File: config.mk
export PLATFORM = sky130hd
export DESIGN_NAME = sys_bus_arbiter_flat
export DESIGN_NICKNAME = d
export VERILOG_FILES = /design/src/rtl/sys_bus_pkg.sv /design/src/rtl/sys_bus_arbiter_if.sv /design/src/rtl/bus_rr_arb.sv /design/src/rtl/sys_bus_arbiter.sv /design/src/flat_wrapper.sv
export SDC_FILE = /design/constraint.sdc
export NUM_CORES = 1
export LEC_CHECK = 0
export CAP_MARGIN = 5
export CORE_AREA = 2 2 99 149
export DETAILED_ROUTE_END_ITERATION = 16
export DIE_AREA = 0 0 101 151
export PLACE_DENSITY = 0.84
export SKIP_CTS_REPAIR_TIMING = 1
export SYNTH_ARGS = -nofsm -noshare
export SYNTH_HDL_FRONTEND = slang
export SYNTH_SLANG_ARGS = --single-unit
export TNS_END_PERCENT = 5
File: constraint.sdc
create_clock -name sys_clk -period 3.75 [get_ports sys_clk]
set_input_delay 0.75 -clock sys_clk [delete_from_list [all_inputs] [get_ports sys_clk]]
set_output_delay 0.75 -clock sys_clk [all_outputs]
set_load 0.005 [all_outputs]
File: src/rtl/sys_bus_pkg.sv
// Shared types, address-map constants and region decode for the system bus arbiter.
package sys_bus_pkg;

  typedef enum logic [1:0] {ST_IDLE, ST_ACCESS, ST_RESP, ST_ERR} state_e;
  typedef enum logic [2:0] {RGN_PFM, RGN_DFM, RGN_SFR, RGN_IO, RGN_UNDEF} region_e;
  typedef enum logic {REQ_FETCH = 1'b0, REQ_DATA = 1'b1} req_id_e;

  localparam int          NIB_LSB     = 28;
  localparam logic [3:0]  PFM_NIB     = 4'h0;
  localparam int          HI2_LSB     = 30;
  localparam logic [1:0]  UNDEF_HI2   = 2'b11;
  localparam int          PERIPH_LSB  = 12;
  localparam logic [19:0] PERIPH_PAGE = 20'hFFFFF;
  localparam int          SFR_BIT     = 11;

  // Peripheral page is tested first: it also lies inside the UNDEF top quarter.
  function automatic region_e decode_region(input logic [31:0] addr);
    region_e r;
    if (addr[31:PERIPH_LSB] == PERIPH_PAGE) r = addr[SFR_BIT] ? RGN_SFR : RGN_IO;
    else if (addr[31:NIB_LSB] == PFM_NIB)   r = RGN_PFM;
    else if (addr[31:HI2_LSB] == UNDEF_HI2) r = RGN_UNDEF;
    else                                    r = RGN_DFM;
    return r;
  endfunction

endpackage

File: src/rtl/sys_bus_arbiter_if.sv
// Requester handshakes plus the shared memory bus; slave = arbiter view, master = environment view.
interface sys_bus_arbiter_if;
  logic        if_req;
  logic [31:0] if_addr;
  logic        if_ack;
  logic        if_err;
  logic [31:0] if_rdata;
  logic        d_req;
  logic        d_we;
  logic [3:0]  d_be;
  logic [31:0] d_addr;
  logic [31:0] d_wdata;
  logic        d_ack;
  logic        d_err;
  logic [31:0] d_rdata;
  logic [31:0] bus_addr;
  logic [31:0] bus_wdata;
  logic        bus_we;
  logic [3:0]  bus_be;
  logic        bus_en_pfm;
  logic        bus_en_dfm;
  logic        bus_en_sfr;
  logic        bus_en_io;
  logic [31:0] bus_rdata;

  modport slave (
    input  if_req, if_addr, d_req, d_we, d_be, d_addr, d_wdata, bus_rdata,
    output if_ack, if_err, if_rdata, d_ack, d_err, d_rdata,
    output bus_addr, bus_wdata, bus_we, bus_be,
    output bus_en_pfm, bus_en_dfm, bus_en_sfr, bus_en_io
  );

  modport master (
    output if_req, if_addr, d_req, d_we, d_be, d_addr, d_wdata, bus_rdata,
    input  if_ack, if_err, if_rdata, d_ack, d_err, d_rdata,
    input  bus_addr, bus_wdata, bus_we, bus_be,
    input  bus_en_pfm, bus_en_dfm, bus_en_sfr, bus_en_io
  );
endinterface

File: src/rtl/bus_rr_arb.sv
// Two-requester round-robin: on contention grants the side opposite the last winner.
module bus_rr_arb
  import sys_bus_pkg::*;
(
  input  logic    clk,
  input  logic    rst_n,
  input  logic    req_fetch_i,
  input  logic    req_data_i,
  input  logic    take_i,
  output logic    gnt_valid_o,
  output req_id_e gnt_id_o
);

  req_id_e last_gnt_q;

  always_comb begin
    gnt_valid_o = req_fetch_i | req_data_i;
    if (req_fetch_i && req_data_i)
      gnt_id_o = (last_gnt_q == REQ_FETCH) ? REQ_DATA : REQ_FETCH;
    else if (req_data_i)
      gnt_id_o = REQ_DATA;
    else
      gnt_id_o = REQ_FETCH;
  end

  // Reset value FETCH makes the first contention after reset go to data.
  always_ff @(posedge clk or negedge rst_n) begin
    if (!rst_n)
      last_gnt_q <= REQ_FETCH;
    else if (take_i && gnt_valid_o)
      last_gnt_q <= gnt_id_o;
  end

endmodule

File: src/rtl/sys_bus_arbiter.sv
// Shares the system memory bus between fetch and data ports with region decode and wait states.
module sys_bus_arbiter
  import sys_bus_pkg::*;
#(
  parameter int unsigned PFM_WS    = 2,
  parameter int unsigned DFM_WS    = 0,
  parameter int unsigned PERIPH_WS = 1
) (
  input  logic               sys_clk,
  input  logic               sys_rst_n,
  sys_bus_arbiter_if.slave   bus_if
);

  state_e      state_q;
  req_id_e     owner_q;
  logic [3:0]  cnt_q;
  logic [3:0]  en_q;  // {io, sfr, dfm, pfm}
  logic [31:0] bus_addr_q, bus_wdata_q;
  logic        bus_we_q;
  logic [3:0]  bus_be_q;
  logic        if_ack_q, if_err_q, d_ack_q, d_err_q;
  logic [31:0] if_rdata_q, d_rdata_q;

  logic        gnt_valid;
  req_id_e     gnt_id;
  logic [31:0] addr_d, wdata_d;
  logic        we_d, legal_d;
  logic [3:0]  be_d, en_d, ws_d;
  region_e     region_d;

  bus_rr_arb u_rr_arb (
    .clk         (sys_clk),
    .rst_n       (sys_rst_n),
    .req_fetch_i (bus_if.if_req),
    .req_data_i  (bus_if.d_req),
    .take_i      (state_q == ST_IDLE),
    .gnt_valid_o (gnt_valid),
    .gnt_id_o    (gnt_id)
  );

  always_comb begin
    addr_d  = bus_if.if_addr;
    wdata_d = '0;
    we_d    = 1'b0;
    be_d    = 4'hF;
    if (gnt_id == REQ_DATA) begin
      addr_d  = bus_if.d_addr;
      wdata_d = bus_if.d_wdata;
      we_d    = bus_if.d_we;
      be_d    = bus_if.d_be;
    end
    region_d = decode_region(addr_d);
    en_d     = 4'b0000;
    ws_d     = 4'd0;
    case (region_d)
      RGN_PFM: begin en_d = 4'b0001; ws_d = 4'(PFM_WS);    end
      RGN_DFM: begin en_d = 4'b0010; ws_d = 4'(DFM_WS);    end
      RGN_SFR: begin en_d = 4'b0100; ws_d = 4'(PERIPH_WS); end
      RGN_IO:  begin en_d = 4'b1000; ws_d = 4'(PERIPH_WS); end
      default: begin en_d = 4'b0000; ws_d = 4'd0;          end
    endcase
    legal_d = (region_d != RGN_UNDEF) && !((region_d == RGN_PFM) && we_d);
  end

  always_ff @(posedge sys_clk or negedge sys_rst_n) begin
    if (!sys_rst_n) begin
      state_q     <= ST_IDLE;
      owner_q     <= REQ_FETCH;
      cnt_q       <= '0;
      en_q        <= '0;
      bus_addr_q  <= '0;
      bus_wdata_q <= '0;
      bus_we_q    <= 1'b0;
      bus_be_q    <= '0;
      if_ack_q    <= 1'b0;
      if_err_q    <= 1'b0;
      if_rdata_q  <= '0;
      d_ack_q     <= 1'b0;
      d_err_q     <= 1'b0;
      d_rdata_q   <= '0;
    end else begin
      case (state_q)
        ST_IDLE: if (gnt_valid) begin
          owner_q     <= gnt_id;
          bus_addr_q  <= addr_d;
          bus_wdata_q <= wdata_d;
          bus_be_q    <= be_d;
          if (legal_d) begin
            bus_we_q <= we_d;
            en_q     <= en_d;
            cnt_q    <= ws_d;
            state_q  <= ST_ACCESS;
          end else begin
            bus_we_q <= 1'b0;
            if_ack_q <= (gnt_id == REQ_FETCH);
            if_err_q <= (gnt_id == REQ_FETCH);
            d_ack_q  <= (gnt_id == REQ_DATA);
            d_err_q  <= (gnt_id == REQ_DATA);
            state_q  <= ST_ERR;
          end
        end
        ST_ACCESS: if (cnt_q == 4'd0) begin
          en_q     <= '0;
          bus_we_q <= 1'b0;
          state_q  <= ST_RESP;
          if (owner_q == REQ_FETCH) begin
            if_ack_q   <= 1'b1;
            if_rdata_q <= bus_if.bus_rdata;
          end else begin
            d_ack_q   <= 1'b1;
            d_rdata_q <= bus_we_q ? 32'h0 : bus_if.bus_rdata;
          end
        end else begin
          cnt_q <= cnt_q - 4'd1;
        end
        ST_RESP, ST_ERR: begin
          if_ack_q   <= 1'b0;
          if_err_q   <= 1'b0;
          if_rdata_q <= '0;
          d_ack_q    <= 1'b0;
          d_err_q    <= 1'b0;
          d_rdata_q  <= '0;
          state_q    <= ST_IDLE;
        end
        default: state_q <= ST_IDLE;
      endcase
    end
  end

  assign bus_if.if_ack     = if_ack_q;
  assign bus_if.if_err     = if_err_q;
  assign bus_if.if_rdata   = if_rdata_q;
  assign bus_if.d_ack      = d_ack_q;
  assign bus_if.d_err      = d_err_q;
  assign bus_if.d_rdata    = d_rdata_q;
  assign bus_if.bus_addr   = bus_addr_q;
  assign bus_if.bus_wdata  = bus_wdata_q;
  assign bus_if.bus_we     = bus_we_q;
  assign bus_if.bus_be     = bus_be_q;
  assign bus_if.bus_en_pfm = en_q[0];
  assign bus_if.bus_en_dfm = en_q[1];
  assign bus_if.bus_en_sfr = en_q[2];
  assign bus_if.bus_en_io  = en_q[3];

endmodule

File: src/flat_wrapper.sv
// flat-port wrapper written by rule: the top's interface ports become plain ports
module sys_bus_arbiter_flat import sys_bus_pkg::*;
#(
  parameter int unsigned PFM_WS    = 2,
  parameter int unsigned DFM_WS    = 0,
  parameter int unsigned PERIPH_WS = 1
)
  (sys_clk, sys_rst_n, bus_if_if_req, bus_if_if_addr, bus_if_d_req, bus_if_d_we, bus_if_d_be, bus_if_d_addr, bus_if_d_wdata, bus_if_bus_rdata, bus_if_if_ack, bus_if_if_err, bus_if_if_rdata, bus_if_d_ack, bus_if_d_err, bus_if_d_rdata, bus_if_bus_addr, bus_if_bus_wdata, bus_if_bus_we, bus_if_bus_be, bus_if_bus_en_pfm, bus_if_bus_en_dfm, bus_if_bus_en_sfr, bus_if_bus_en_io);
  sys_bus_arbiter_if bus_if_i ();
  input  logic sys_clk;
  input  logic sys_rst_n;
  input wire logic [$bits(bus_if_i.if_req)-1:0] bus_if_if_req;
  input wire logic [$bits(bus_if_i.if_addr)-1:0] bus_if_if_addr;
  input wire logic [$bits(bus_if_i.d_req)-1:0] bus_if_d_req;
  input wire logic [$bits(bus_if_i.d_we)-1:0] bus_if_d_we;
  input wire logic [$bits(bus_if_i.d_be)-1:0] bus_if_d_be;
  input wire logic [$bits(bus_if_i.d_addr)-1:0] bus_if_d_addr;
  input wire logic [$bits(bus_if_i.d_wdata)-1:0] bus_if_d_wdata;
  input wire logic [$bits(bus_if_i.bus_rdata)-1:0] bus_if_bus_rdata;
  output wire logic [$bits(bus_if_i.if_ack)-1:0] bus_if_if_ack;
  output wire logic [$bits(bus_if_i.if_err)-1:0] bus_if_if_err;
  output wire logic [$bits(bus_if_i.if_rdata)-1:0] bus_if_if_rdata;
  output wire logic [$bits(bus_if_i.d_ack)-1:0] bus_if_d_ack;
  output wire logic [$bits(bus_if_i.d_err)-1:0] bus_if_d_err;
  output wire logic [$bits(bus_if_i.d_rdata)-1:0] bus_if_d_rdata;
  output wire logic [$bits(bus_if_i.bus_addr)-1:0] bus_if_bus_addr;
  output wire logic [$bits(bus_if_i.bus_wdata)-1:0] bus_if_bus_wdata;
  output wire logic [$bits(bus_if_i.bus_we)-1:0] bus_if_bus_we;
  output wire logic [$bits(bus_if_i.bus_be)-1:0] bus_if_bus_be;
  output wire logic [$bits(bus_if_i.bus_en_pfm)-1:0] bus_if_bus_en_pfm;
  output wire logic [$bits(bus_if_i.bus_en_dfm)-1:0] bus_if_bus_en_dfm;
  output wire logic [$bits(bus_if_i.bus_en_sfr)-1:0] bus_if_bus_en_sfr;
  output wire logic [$bits(bus_if_i.bus_en_io)-1:0] bus_if_bus_en_io;
  assign bus_if_i.if_req = bus_if_if_req;
  assign bus_if_i.if_addr = bus_if_if_addr;
  assign bus_if_i.d_req = bus_if_d_req;
  assign bus_if_i.d_we = bus_if_d_we;
  assign bus_if_i.d_be = bus_if_d_be;
  assign bus_if_i.d_addr = bus_if_d_addr;
  assign bus_if_i.d_wdata = bus_if_d_wdata;
  assign bus_if_i.bus_rdata = bus_if_bus_rdata;
  assign bus_if_if_ack = bus_if_i.if_ack;
  assign bus_if_if_err = bus_if_i.if_err;
  assign bus_if_if_rdata = bus_if_i.if_rdata;
  assign bus_if_d_ack = bus_if_i.d_ack;
  assign bus_if_d_err = bus_if_i.d_err;
  assign bus_if_d_rdata = bus_if_i.d_rdata;
  assign bus_if_bus_addr = bus_if_i.bus_addr;
  assign bus_if_bus_wdata = bus_if_i.bus_wdata;
  assign bus_if_bus_we = bus_if_i.bus_we;
  assign bus_if_bus_be = bus_if_i.bus_be;
  assign bus_if_bus_en_pfm = bus_if_i.bus_en_pfm;
  assign bus_if_bus_en_dfm = bus_if_i.bus_en_dfm;
  assign bus_if_bus_en_sfr = bus_if_i.bus_en_sfr;
  assign bus_if_bus_en_io = bus_if_i.bus_en_io;
  sys_bus_arbiter #(.PFM_WS(PFM_WS), .DFM_WS(DFM_WS), .PERIPH_WS(PERIPH_WS)) u_core (.sys_clk(sys_clk), .sys_rst_n(sys_rst_n), .bus_if(bus_if_i));
endmodule
==> flow_summary.toml, run 1 <==
[run_status]
outcome = "completed"

[yosys]
synth_seq_cells = 148
synth_xor_area_share_pct = 0
syn_area_um2 = 6140
ys_types = 39
synth_cells = 639
synth_warnings = 0
syn-num-nets = 778
synth.area.mux_share_pct = 0.509
synth_ff_type = "dfrtp_1"
async_flop_share_pct = 100
syn_area_per_cell_um2 = 9.61
synth-edff-count = 0
synth_top_family_by_area = "simple AND/OR/NAND/NOR gates"
yosys.area_share.adder_pct = 0.407
synth_compound_area_share_pct = 17.6
ys_seq_area_share_pct = 60.3
yosys.area_share.simple_pct = 18.4

[timing]
slew_headroom_pct = 38.2
rsz0062_at_grt = "false"
worst_slew_pin_slew_ns = 0.927
finalSetupViolCount = 0
report.final.slew_viol_count = 0
fin_crit_ns = 2.72
timing.fmax_mhz = 368
fin_skew_ns = 0.0134
tns_ns = 0
finalHoldViolCount = 0
period_share_pct = 72.5

[setup_path]
r2r-end = "u_core.en_q[0]"
r2r_slack_ns = 1.39
worst-setup-path-type = "input port to flip-flop"
critPathLaunchType = "input port"
r2r_cells = 6
endpoint_kind = "flip-flop"
arrival_ns = 3.01
cp_max_fo = 18
cpMaxStageDelayCell = "clkdlybuf4s50_1"
r2r-start = "u_core.u_rr_arb.last_gnt_q"
slowest_delay_ns = 0.54
worstPathCellList = "clkdlybuf4s50_1 > a21boi_4 > nor3_1 > o22ai_2 > nand3_2 > nand2b_1 > mux2_1"
setup.worst_path.start = "bus_if_d_req"
cp.required_ns = 4.04

[clocking]
numCtsBuffers = 17
clock-root-buffer = "clkbuf_16"
cts.path.max_buffers = 2
htreeDepth = 4
numClockSinks = 148
cts_tree = "yes"
clkSlewWorstSetupHoldPaths_ns = 0.06
worstSkewPairLatency_ns = 0.42

[die]
die-area_um2 = 15300
row_count = 53
core-area_um2 = 13900
die_h_um = 151
start_util_pct = 44.1
ios = 278
die_x_um = 101

[routing]
vias = 5743
drt_iter0_markers = 226
via_per_inst = 5.31
drtPass1Iterations = 5
drc_errors = 0
ant_nets = 0
routed_wl_mm = 18.8
drt-wirelength-per-cell_um = 17.4

[global_routing]
grt_first_pass_wirelength_mm = 29.5
grt-ovfl-total = 0
antenna_found_initial = 0
grt_pass1_vias = 5714
track_usage_pct = 24.8
grt_max_degree = 102

[placement]
gp_congestion = 0.885
portBuffers = 277
placed_area_um2 = 9100
hpwl_mm = 13.6

[power_and_ir_drop]
p_leak_nw = 4.17
ir_worst_vdd_v = 0.000374
finalPower_mw = 7.75
power_density_nw_per_um2 = 799

[finish]
utilization_pct = 69.6
syn2layout_area_growth_pct = 57.9
drive_gt1_share_pct = 6.54
layout.nets = 1043
diodes = 0
finalInstanceArea_um2 = 9700

[min_path]
min-delay-path-class = "input port to asynchronous set/reset pin"

[run]
maxCapViolations = 0
[worst max-delay path: cells and delay by family]
family,cells,cell delay [ns]
AO/OA/AOI/OAI,2,0.80
buffers and inverters,1,0.54
multiplexers,1,0.34
AND/OR/NAND/NOR,3,0.57
[layout make-up]
| class | count | area [um2] |
|---|---|---|
| tap | 165 | 206 |
| sequential | 148 | 3700 |
| fill | 1067 | 4230 |
| inverter | 3 | 11.3 |
| timing repair buffer | 288 | 2870 |
| clock buffer | 20 | 457 |
| multi-input combinational | 446 | 2310 |
| clock inverter | 12 | 145 |
[per-layer routing]
layer	GRT usage [%]	vias up	wire, um
met5	0	-	0
met1	29.5	2721	7130
met2	42.4	238	9790
met3	5.35	50	1140
li1	-	2734	-
met4	12.2	0	783
[sequential cells by signal, indices dropped and copies added, names as in the netlist]
register	flops
u_core.bus_if.bus_wdata	32
u_core.u_rr_arb.last_gnt_q	1
u_core.bus_if.d_rdata	32
u_core.bus_if.d_err	1
u_core.cnt_q	4
u_core.state_q	2
u_core.bus_if.if_rdata	32
u_core.bus_if.bus_be	4
u_core.bus_if.if_ack	1
u_core.bus_if.bus_we	1
u_core.bus_if.d_ack	1
u_core.en_q	4
u_core.bus_if.bus_addr	32
u_core.bus_if.if_err	1
[per-stage QoR]
step	worst slack [ns]	hold WS, ns	std cells
after CTS	1.06	0.474	1082
after global placement	0.723	0.461	1050
final	1.03	0.418	1082
after global routing	0.841	0.499	1082
after floorplan	1.65	0.454	639
after detailed placement	0.664	0.470	1050
[cells in the mapped netlist (3+ instances only)]
| master | n | share of area [%] |
|---|---|---|
| a211oi_1 | 4 | 0.49 |
| a21oi_1 | 38 | 3.1 |
| a22o_1 | 32 | 4.6 |
| a31oi_1 | 36 | 3.7 |
| buf_2 | 5 | 0.41 |
| clkbuf_1 | 36 | 2.2 |
| dfrtp_1 | 148 | 60 |
| inv_1 | 3 | 0.18 |
| nand2_1 | 199 | 12 |
| nand3_1 | 3 | 0.24 |
| nand4_1 | 10 | 1.0 |
| nor2_1 | 47 | 2.9 |
| nor3_1 | 5 | 0.41 |
| nor4_1 | 3 | 0.31 |
| o21ai_0 | 35 | 2.9 |
| o22a_1 | 4 | 0.57 |
[where the power goes]
part	total [mW]	internal (mW)	switching (mW)
sequential	2.71	2.29	0.422
combinational	3.31	1.81	1.51
clock	1.73	1.03	0.701
[placed cells by master (no fill, tap or decap), types with 4 or more instances in the layout]
cell type        netlist  final
a211oi_1               4      4
a21oi_1               38     38
a22o_1                32     32
a31oi_1               36     35
buf_4                  0     10
clkbuf_16              0     17
clkdlybuf4s50_1        0    276
clkinv_4               0      5
dfrtp_1              148    148
nand2_1              199    199
nand4_1               10     10
nor2_1                47     43
nor2_2                 1      4
nor3_1                 5      5
o21ai_0               35     35
o22a_1                 4      4
[cell families (layout without fill, tap and decap cells)]
family,count (synthesis),count (layout)
AO/OA/AOI/OAI,164,164
adder cells (fa/ha/maj),2,2
buffers and inverters,45,323
flip-flops,148,148
multiplexers,3,3
AND/OR/NAND/NOR,277,277
[worst max-delay path by stage]
stage                           endpoint  slack (ns)  depth (start not counted)
after floorplan           u_core.en_q[0]        1.65                          6
after global placement    u_core.en_q[0]        0.72                          7
after detailed placement  u_core.en_q[0]        0.66                          7
after CTS                 u_core.en_q[0]        1.06                          7
after global routing      u_core.en_q[0]        0.84                          7
final                     u_core.en_q[0]        1.03                          7
No activity file was read; power rests on OpenSTA's default activity.
==> run 2, diff against run 1 <==
CORE_AREA = 2 2 107 161   (was 2 2 99 149)
DIE_AREA = 0 0 109 163   (was 0 0 101 151)
PLACE_DENSITY = 0.76   (was 0.84)
clock period = 2.4 ns   (was 3.75 ns; I/O delays follow)
==> run 2 against run 1 <==
Net effect:
- via count is 0.31% lower
- die area is 16% higher
- clock skew is 0.0044 ns lower
- clock-buffer cell count is 2 lower
- first-iteration DRC count is 51% higher
- cell area is 2.5% higher
- routed wire length is 0.32% lower
- worst hold slack worse by 0.41 ns
- final cell count is 5.5% higher
- total power is 60% higher
- combinational power is 60% higher
- sequential share of layout area is 0.95 points lower
- critical path type unchanged
- largest power group unchanged
==> flow_summary.toml, run 2 (synthesis results as in run 1) <==
[min_path]
min-delay-path-class = "input port to asynchronous set/reset pin"

[power_and_ir_drop]
ir_worst_vdd_v = 0.000518
finalPower_mw = 12.4
power_density_nw_per_um2 = 1240
p_leak_nw = 4.28

[timing]
fin_skew_ns = 0.00903
period_share_pct = 90.2
worst_slew_pin_slew_ns = 0.681
tns_ns = 0
finalHoldViolCount = 0
fin_crit_ns = 2.16
holdWs_ns = 0.00376
fin_ws_ns = 0.236
report.final.slew_viol_count = 0
finalSetupViolCount = 0
timing.fmax_mhz = 462
rsz0062_at_grt = "false"
slew_headroom_pct = 54.6

[die]
core-area_um2 = 16500
die_x_um = 109
start_util_pct = 37.3
row_count = 58
ios = 278
die-area_um2 = 17800
die_h_um = 163

[setup_path]
r2r-end = "u_core.en_q[0]"
r2r-start = "u_core.u_rr_arb.last_gnt_q"
cpMaxStageDelayCell = "clkdlybuf4s50_1"
worstPathCellList = "clkdlybuf4s50_1 > a21bo_1 > nor4_2 > o22ai_2 > nand3_2 > nand2b_1 > mux2_1"
r2r_cells = 6
cp.required_ns = 2.68
arrival_ns = 2.44
r2r_slack_ns = 0.32
cp_max_fo = 5
endpoint_kind = "flip-flop"
slowest_delay_ns = 0.54
worst-setup-path-type = "input port to flip-flop"
critPathLaunchType = "input port"

[finish]
syn2layout_area_growth_pct = 61.9
layout.nets = 1059
drive_gt1_share_pct = 7.95
mostFrequentLayoutCells = "276 x clkdlybuf4s50_1, 199 x nand2_1, 148 x dfrtp_1, 43 x nor2_1, 38 x a21oi_1"
diodes = 0
mostFrequentLayoutCell = "clkdlybuf4s50_1"
fin_cells = 1141

[routing]
vias = 5725
ant_nets = 0
drt_iter0_markers = 341
drc_errors = 0
routed_wl_mm = 18.8
drtPass1Iterations = 5
drt-wirelength-per-cell_um = 16.5
via_per_inst = 5.02

[clocking]
htreeDepth = 4
cts.path.max_buffers = 2
numClockSinks = 148
clkSlewWorstSetupHoldPaths_ns = 0.06
worstSkewPairLatency_ns = 0.40
clock-root-buffer = "clkbuf_16"
numCtsBuffers = 17
cts_tree = "yes"

[placement]
gp_congestion = 0.836
post-place-ws_ns = -0.146
hpwl_mm = 13.6
portBuffers = 277
dp.cells = 1111

[global_routing]
antenna_found_initial = 0
grt_pass1_vias = 5597
track_usage_pct = 20.9
grt-ovfl-total = 0
grt_first_pass_wirelength_mm = 29.1
grt_max_degree = 68

[run_status]
outcome = "completed"

[run]
maxCapViolations = 0
## run 2: cell types whose count changed in the layout (fill, tap and decap cells not counted)
cell,change
buf_4,+13
buf_12,+3
bufinv_16,+3
clkbuf_8,-2
clkinv_4,-2
inv_6,-2
clkinv_2,+1
## run 2: how the worst max path moves through the flow
stage	from	end	slack [ns]	cells past startpoint
2_1_floorplan	bus_if_d_addr[31]	u_core.en_q[0]	0.57	6
3_3_place_gp	bus_if_d_req	u_core.en_q[0]	-0.03	7
3_5_place_dp	bus_if_d_req	u_core.en_q[0]	-0.15	7
4_1_cts	bus_if_d_req	u_core.en_q[0]	0.25	7
5_1_grt	bus_if_d_req	u_core.en_q[0]	0.18	7
6_report	bus_if_d_req	u_core.en_q[0]	0.24	7
## run 2: final cells by class
class                      count  area [um2]
clock buffer                  18         429
clock inverter                12         205
fill                        1436        6530
inverter                       3        11.3
multi-input combinational    446        2310
sequential                   148        3700
tap                          210         263
timing repair buffer         304        3030
## run 2: power by group
part           leakage (nW)  internal, mW  total [mW]  switching (mW)
clock network         0.302          1.84        2.86            1.02
registers              1.87          3.58        4.22           0.638
logic                  2.11          2.93        5.29            2.37
total                  4.28          8.35        12.4            4.03
## run 2: stage by stage
step,util [%],cell area [um2]
6_report,60.4,9940
5_1_grt,60.4,9940
4_1_cts,60.4,9940
3_5_place_dp,56.5,9310
3_3_place_gp,56.5,9310
2_1_floorplan,-,6140
## run 2: worst max-delay path, delay by kind of cell
family	cells	cell delay [ns]
mux	1	0.33
simple gates	3	0.58
compound gates	2	0.51
buf+inv	1	0.54
## run 2: routing by layer
layer	global-route usage, %	vias up	wire [um]
met4	6.47	0	315
met3	5.32	18	1220
met2	36.1	207	9860
li1	-	2765	-
met1	25.2	2735	7380
met5	0	-	0
==> run 3, diff against run 2 <==
MAX_ROUTING_LAYER = met4   (was not set)
TNS_END_PERCENT = not set   (was 5)
==> run 3 against run 2 <==
Net effect:
- clock power barely moved
- sequential share of layout area barely moved
- maximum frequency rose by 3.1%
- cell area barely moved
- clock skew rose by 0.0044 ns
- combinational power barely moved
- critical path depth did not move
- critical path type unchanged
- critical endpoint unchanged
- largest power group unchanged
==> flow_summary.toml, run 3 (synthesis results as in run 1) <==
[routing]
drt_iter0_markers = 333
routed_wl_mm = 18.8
drc_errors = 0
ant_nets = 0
drtPass1Iterations = 4
drt-wirelength-per-cell_um = 16.5
vias = 5696
via_per_inst = 5.00

[die]
die_h_um = 163
die_x_um = 109
core-area_um2 = 16500
start_util_pct = 37.3
die-area_um2 = 17800
row_count = 58
ios = 278

[finish]
multiInputGateArea_um2 = 2310
diodes = 0
drive_gt1_share_pct = 7.85
mostFrequentLayoutCells = "276 x clkdlybuf4s50_1, 199 x nand2_1, 148 x dfrtp_1, 43 x nor2_1, 38 x a21oi_1"
finalInstanceArea_um2 = 9940
fillers = 1429
seqCellArea_um2 = 3700
mostFrequentLayoutCell = "clkdlybuf4s50_1"
syn2layout_area_growth_pct = 61.8
utilization_pct = 60.3
layout.nets = 1056

[global_routing]
track_usage_pct = 21.8
grt_first_pass_wirelength_mm = 29.3
grt_pass1_vias = 5679
antenna_found_initial = 0
grt-ovfl-total = 0
grt_max_degree = 68

[clocking]
htreeDepth = 4
cts_tree = "yes"
numCtsBuffers = 17
numClockSinks = 148
clock-root-buffer = "clkbuf_16"
worstSkewPairLatency_ns = 0.41
clkSlewWorstSetupHoldPaths_ns = 0.07
cts.path.max_buffers = 2

[timing]
worst_slew_pin_slew_ns = 0.671
report.final.slew_viol_count = 0
finalSetupViolCount = 0
slew_headroom_pct = 55.3
fin_skew_ns = 0.0134
timing.fmax_mhz = 477
finalHoldViolCount = 0
holdWs_ns = 0.00889
fin_crit_ns = 2.10
rsz0062_at_grt = "false"
period_share_pct = 87.4
fin_ws_ns = 0.301

[setup_path]
arrival_ns = 2.38
cp.required_ns = 2.68
slowest_delay_ns = 0.54
r2r-end = "u_core.en_q[0]"
worst-setup-path-type = "input port to flip-flop"
worstPathCellList = "clkdlybuf4s50_1 > a21bo_1 > nor4_2 > o22ai_2 > nand3_2 > nand2b_1 > mux2_1"
critPathLaunchType = "input port"
cp_max_fo = 5
r2r_slack_ns = 0.40
r2r_cells = 6
endpoint_kind = "flip-flop"
cpMaxStageDelayCell = "clkdlybuf4s50_1"
r2r-start = "u_core.u_rr_arb.last_gnt_q"

[placement]
portBuffers = 277
placed_area_um2 = 9300
gp_congestion = 0.839
post-place-ws_ns = -0.115
hpwl_mm = 13.4

[run]
maxCapViolations = 0

[power_and_ir_drop]
power_density_nw_per_um2 = 1250
ir_worst_vdd_v = 0.000582
p_leak_nw = 4.26

[run_status]
outcome = "completed"

[min_path]
min-delay-path-class = "input port to asynchronous set/reset pin"
==> run 3: worst max path at each step <==
stage                                  from         endpoint
final                          bus_if_d_req   u_core.en_q[0]
after global routing           bus_if_d_req  u_core.cnt_q[0]
after CTS                      bus_if_d_req   u_core.en_q[0]
after detailed placement       bus_if_d_req   u_core.en_q[0]
after global placement         bus_if_d_req   u_core.en_q[0]
after floorplan           bus_if_d_addr[31]   u_core.en_q[0]
==> run 3: worst max-delay path: cells and delay by family <==
kind | cells | cell delay, ns
buf+inv | 1 | 0.54
simple gates | 3 | 0.55
compound gates | 2 | 0.49
mux | 1 | 0.32
==> run 3: layout make-up <==
type / count / area share [%]
clock inverters: 13 / 1.95
well taps: 210 / 2.64
repair buffers: 301 / 30.4
clock buffers: 19 / 4.46
flip-flops and latches: 148 / 37.3
inverters: 3 / 0.113
multi-input cells: 446 / 23.2
==> run 3: through the flow <==
stage          power [mW]  TNS [ns]  instances
3_5_place_dp         9.60    -0.565       1108
6_report             12.4         0       1140
5_1_grt              13.2         0       1140
3_3_place_gp         9.49   -0.0781       1108
2_1_floorplan        6.39         0        639
4_1_cts              12.5         0       1140
==> run 3: report_power, final <==
part           internal [mW]  switching [mW]
Clock                   1.79            1.09
Combinational           2.93            2.36
Sequential              3.58           0.637
Total                   8.30            4.09
==> run 3: metal layers <==
layer / track usage (%) / wire length (um) / share of wire, % / vias up
met5: - / 0 / 0 / -
met4: 6.41 / 344 / 1.8 / 0
met3: 3.84 / 934 / 5.0 / 24
met2: 36.4 / 9650 / 51 / 209
met1: 27.0 / 7900 / 42 / 2704
li1: - / - / - / 2759
